`config.mk`:
```
export PLATFORM = sky130hd
export DESIGN_NAME = mem_port_arbiter
export DESIGN_NICKNAME = d
export VERILOG_FILES = /design/src/rtl/mem_arb_pkg.sv /design/src/rtl/starve_counter.sv /design/src/rtl/mem_port_arbiter.sv
export SDC_FILE = /design/constraint.sdc
export NUM_CORES = 1
export LEC_CHECK = 0
export ABC_AREA = 1
export CORE_AREA = 2 2 103 105
export CTS_BUF_LIST = sky130_fd_sc_hd__clkbuf_8
export CTS_CLUSTER_DIAMETER = 30
export DETAILED_ROUTE_END_ITERATION = 12
export DIE_AREA = 0 0 105 107
export PLACE_DENSITY = 0.64
export SYNTH_ARGS = -nofsm -noshare
export SYNTH_HDL_FRONTEND = slang
export SYNTH_HIERARCHICAL = 1
export SYNTH_SLANG_ARGS = --single-unit
```
`constraint.sdc`:
```
create_clock -name clk -period 2.26 [get_ports clk]
set_clock_uncertainty 0.2 [all_clocks]
set_input_delay 0.226 -clock clk [delete_from_list [all_inputs] [get_ports clk]]
set_output_delay 0.226 -clock clk [all_outputs]
set_load 0.03 [all_outputs]
```
`src/rtl/mem_arb_pkg.sv`:
```
// mem_arb_pkg: shared types and constants for the memory port arbiter.
//   owner_t  : which requester a pending memory response belongs to
//   STARVE_W : width of the fetch starvation counter
package mem_arb_pkg;

    typedef enum logic [1:0] {
        OWN_NONE,
        OWN_IF,
        OWN_LS
    } owner_t;

    localparam int STARVE_W = 4;

endpackage

```
`src/rtl/starve_counter.sv`:
```
// starve_counter: saturating count of load/store grants made while fetch waits.
//   clk, reset : clock and synchronous active-high reset
//   clr        : restart the count (fetch served or no longer waiting)
//   inc        : one more load/store grant taken while fetch waits
//   at_limit   : count has reached MAX, so fetch must win the next conflict
module starve_counter
    import mem_arb_pkg::*;
#(
    parameter int MAX = 4
) (
    input  logic clk,
    input  logic reset,
    input  logic clr,
    input  logic inc,
    output logic at_limit
);

    localparam logic [STARVE_W-1:0] LIMIT = STARVE_W'(MAX);

    logic [STARVE_W-1:0] cnt;

    always_ff @(posedge clk) begin
        if (reset || clr)
            cnt <= '0;
        else if (inc && cnt != LIMIT)
            cnt <= cnt + 1'b1;
    end

    assign at_limit = cnt == LIMIT;

endmodule

```
`src/rtl/mem_port_arbiter.sv`:
```
// mem_port_arbiter: shares one synchronous memory between fetch and load/store.
//   clk, reset                     : clock and synchronous active-high reset
//   if_req/if_addr/if_flush        : fetch read request, cancelled by a branch flush
//   if_stall/if_valid/if_rdata     : fetch not granted / response from last cycle's grant
//   ls_req/ls_we/ls_addr/ls_wdata  : load/store request
//   ls_stall/ls_valid/ls_rdata     : load/store not granted / response (0 for stores)
//   mem_en/mem_we/mem_addr/mem_wdata/mem_rdata : memory port, read data one cycle after issue
module mem_port_arbiter
    import mem_arb_pkg::*;
#(
    parameter int XLEN       = 32,
    parameter int ALEN       = 32,
    parameter int STARVE_MAX = 4
) (
    input  logic            clk,
    input  logic            reset,
    input  logic            if_req,
    input  logic [ALEN-1:0] if_addr,
    input  logic            if_flush,
    output logic            if_stall,
    output logic            if_valid,
    output logic [XLEN-1:0] if_rdata,
    input  logic            ls_req,
    input  logic            ls_we,
    input  logic [ALEN-1:0] ls_addr,
    input  logic [XLEN-1:0] ls_wdata,
    output logic            ls_stall,
    output logic            ls_valid,
    output logic [XLEN-1:0] ls_rdata,
    output logic            mem_en,
    output logic            mem_we,
    output logic [ALEN-1:0] mem_addr,
    output logic [XLEN-1:0] mem_wdata,
    input  logic [XLEN-1:0] mem_rdata
);

    logic   grant_if;
    logic   grant_ls;
    logic   at_limit;
    owner_t resp_owner;
    logic   resp_we;

    // Load/store wins conflicts until it has starved fetch STARVE_MAX times in a row.
    // Grants are forced low during reset so every output reads 0.
    assign grant_if = ~reset & if_req & ~if_flush & (~ls_req | at_limit);
    assign grant_ls = ~reset & ls_req & ~grant_if;

    starve_counter #(.MAX(STARVE_MAX)) u_starve (
        .clk      (clk),
        .reset    (reset),
        .clr      (grant_if | ~if_req),
        .inc      (grant_ls & if_req & ~if_flush),
        .at_limit (at_limit)
    );

    always_comb begin
        mem_en    = grant_if | grant_ls;
        mem_we    = grant_ls & ls_we;
        mem_addr  = grant_if ? if_addr : (grant_ls ? ls_addr : '0);
        mem_wdata = grant_ls ? ls_wdata : '0;
        if_stall  = ~reset & if_req & ~grant_if;
        ls_stall  = ~reset & ls_req & ~grant_ls;
        if_valid  = ~reset & (resp_owner == OWN_IF);
        ls_valid  = ~reset & (resp_owner == OWN_LS);
        if_rdata  = if_valid ? mem_rdata : '0;
        ls_rdata  = (ls_valid & ~resp_we) ? mem_rdata : '0;
    end

    // Response owner tracks the single in-flight access; reset drops it.
    always_ff @(posedge clk) begin
        if (reset) begin
            resp_owner <= OWN_NONE;
            resp_we    <= 1'b0;
        end else begin
            resp_owner <= grant_if ? OWN_IF : (grant_ls ? OWN_LS : OWN_NONE);
            resp_we    <= grant_ls & ls_we;
        end
    end

endmodule

```
==> impl_results.md <==
* Synth cell types at 22
* Post-synthesis sequential area ratio at 0.0833
* Total power at 1.06 mW
* R2r setup slk at 0.31 ns
* Pre-antenna DRT Iters at 4
* Num CTS Buffers at 3
* Largest net degree at the start of global routing at 36
* I/O pins at 268
* GPL Wtd Cong at 0.792
* Syn-to-layout area delta at 172%
* Hold Path Class: flip-flop to flip-flop
* Worst Path Arrival at 1.75 ns
* Worst hold start: u_starve/cnt[1]$_SDFFE_PP0P_
* DPL Wire Length at approximately 7700 um
* GRT Overall Usage at 0.150
* Max-slew headroom at 0.762
* Setup slack after layout at 0.0826 ns
* Starting Density at 0.167
* Yosys reg bits at 7
* Core outline area at slightly above 0.01 mm^2
* Post-route DRC at 0
* DR vias at 3148
* Final-layout fill cell count at 1023
* Layout cells sized above 1 at 0.297
* Worst-Skew Late Latency at 0.23 ns
* Port Buffers at 267
* Dominant cell type by area after synthesis: nor2_1
* Worst-margin pin slew at ~0.36 ns
* CTS root buf: clkbuf_8
* Pre-CTS setup slack at 0.0638 ns
* Die H at 107 um
* Remaining global-route overflow at 0
* DRT iter0 DRCs at 171
* Die Span X at 105 um
* R2R depth at 14
* Post-Syn Area at 0.00168 mm^2
* Cell area power density at 232 mW/mm^2
* H-tree Lvls at 1
* Post-Synthesis Cells at 347
* Top cell type's share of synthesized area at 0.237
* Clock slew at reported path FFs at 0.04 ns
* ANT nets after route at 0
* Final core utilization at 0.453
* CTS tree: done
* Post-CTS Hold Buffers at 0
* DR WL/cell at 13.4 um
* LEAKAGE at about 2.5 nW
* Crit path required time at 1.83 ns
* CP Class: flip-flop to output port
* Status: completed
* Worst hold stages at 2
* Mapped Avg Cell Area at 4.85 um^2
* Reg-to-reg critical path startpoint: u_starve/cnt[1]$_SDFFE_PP0P_
* Number of vias per cell at 4.21
* Upper clock frequency limit at 0.459 GHz
* Hold endpoint: u_starve/cnt[1]$_SDFFE_PP0P_
* Max-Cap Viols at 0
* Final hold vios at 0
* Worst vdd ir at 0.127 mV
* Post-Syn Nets at approximately 480
* Synth top area cells: nor2_1 (24%), inv_1 (18%), nand4_1 (12%)
* Global-route wire length before repair at 14100 um
* Max-slew violations at 0
* Initial antenna violation count at 0
* Vias in the first global route at 2961
* Core Rows at 37
* Die Area at 0.0112 mm^2
* Crit path launch type: flip-flop
* DRT Wirelength at 10000 um
* Setup violators final at 0
* Crit path time final at 2.18 ns
* Worst flop-to-flop path endpoint: u_starve/cnt[2]$_SDFFE_PP0P_
* CP Max Fanout at 8
* YS warnings at 6
* Clock Tree Buf Depth at 2
* CP Capture Type: output port
* Final #Nets at 749
* Clock sinks at 7
* Antenna cells at 0
* Tcrit/Tclk final at 0.963
## sequential cells by signal (all words and copies together), names as in the netlist
signal        cells
resp_owner        2
resp_we           1
u_starve/cnt      4
## cell usage after synthesis, drive strengths merged
master,number
a21boi,1
buf,22
clkbuf,2
dfxtp,7
ha,2
inv,83
nand2,49
nand3,37
nand4,33
nor2,108
nor3,1
o21ai,2
## worst max path at each step
| stage | startpoint | to | slack, ns | cells after the start |
|---|---|---|---|---|
| after floorplan | u_starve/cnt[0]$_SDFFE_PP0P_ | mem_wdata[22] | 0.20 | 10 |
| after global placement | reset | mem_wdata[11] | 0.11 | 7 |
| after detailed placement | reset | mem_wdata[11] | 0.06 | 7 |
| after CTS | u_starve/cnt[1]$_SDFFE_PP0P_ | mem_wdata[11] | -0.009 | 10 |
| after global routing | u_starve/cnt[1]$_SDFFE_PP0P_ | mem_addr[9] | -0.04 | 11 |
| final | u_starve/cnt[1]$_SDFFE_PP0P_ | mem_addr[8] | 0.08 | 11 |
## worst max-delay path, cell delays in order (launching register included)
cell       delay (ns)
dfxtp_2          0.34
inv_1            0.05
ha_1             0.18
nand3_2          0.09
inv_1            0.06
inv_2            0.06
nand2_4          0.08
nand2_8          0.16
clkbuf_16        0.17
nand3_1          0.08
nand2_2          0.12
buf_12           0.12
## metal layers
layer / GRT usage / vias to the layer above / wire (um)
met5: 0 / - / 0
met4: 0.0429 / 0 / 183
met3: 0.0292 / 16 / 856
met2: 0.300 / 181 / 5250
met1: 0.159 / 1370 / 3720
li1: - / 1581 / -
## repair_timing
| item | CTS | global route |
|---|---|---|
| gates resized for setup | 5 | 20 |
| pin swaps | 0 | 5 |
| setup buffers | 0 | 4 |
| endpoints found under the setup margin | 38 | 67 |
| cloned | 0 | 6 |
## power by group
group	internal, mW	switching [mW]	leakage, nW
clock network	0.117	0.0550	0.0269
logic	0.388	0.373	2.42
registers	0.127	0.00120	0.0579
total	0.632	0.430	2.50
## final cells by class
cell class,instances,area (um^2),area share
multi-input cells,234,1150,0.253
clock inverters,1,3.75,0.000822
well taps,136,170,0.0373
repair buffers,284,2740,0.600
clock buffers,3,41.3,0.00904
flip-flops and latches,7,143,0.0312
inverters,83,314,0.0687
## logic make-up (layout without fill, tap and decap cells)
family | Yosys count | after routing | synth area share
compound gates | 3 | 3 | 0.0126
buf+inv | 107 | 371 | 0.271
flops | 7 | 7 | 0.0833
fa+ha+maj | 2 | 2 | 0.0149
simple gates | 228 | 229 | 0.618
## per-stage QoR
step	std cells	area, um^2	hold slack [ns]	setup TNS (ns)
2_1_floorplan	347	1680	0.161	0
3_3_place_gp	734	4270	0.305	0
3_5_place_dp	734	4270	0.310	0
4_1_cts	738	4330	0.316	-0.0118
5_1_grt	748	4570	0.367	-0.0976
6_report	748	4570	0.311	0
## cells in the final DEF (no fill, tap or decap)
| cell type | n |
|---|---|
| clkdlybuf4s50_1 | 134 |
| buf_4 | 124 |
| nor2_1 | 99 |
| inv_1 | 79 |
| nand2_1 | 40 |
| nand3_1 | 36 |
| nand4_1 | 33 |
| buf_12 | 14 |
| nor2_2 | 8 |
| buf_6 | 8 |
| nand2_2 | 6 |
| dfxtp_1 | 5 |
| inv_2 | 4 |
| clkbuf_16 | 4 |
| nand2_8 | 3 |
| clkbuf_8 | 3 |
| o21ai_0 | 2 |
| ha_1 | 2 |
| dfxtp_2 | 2 |
| nor3_2 | 1 |
| nor2_8 | 1 |
| nand2_4 | 1 |
| inv_4 | 1 |
| nand3_2 | 1 |
| a21boi_2 | 1 |
Power figures use the tool's default switching activity.
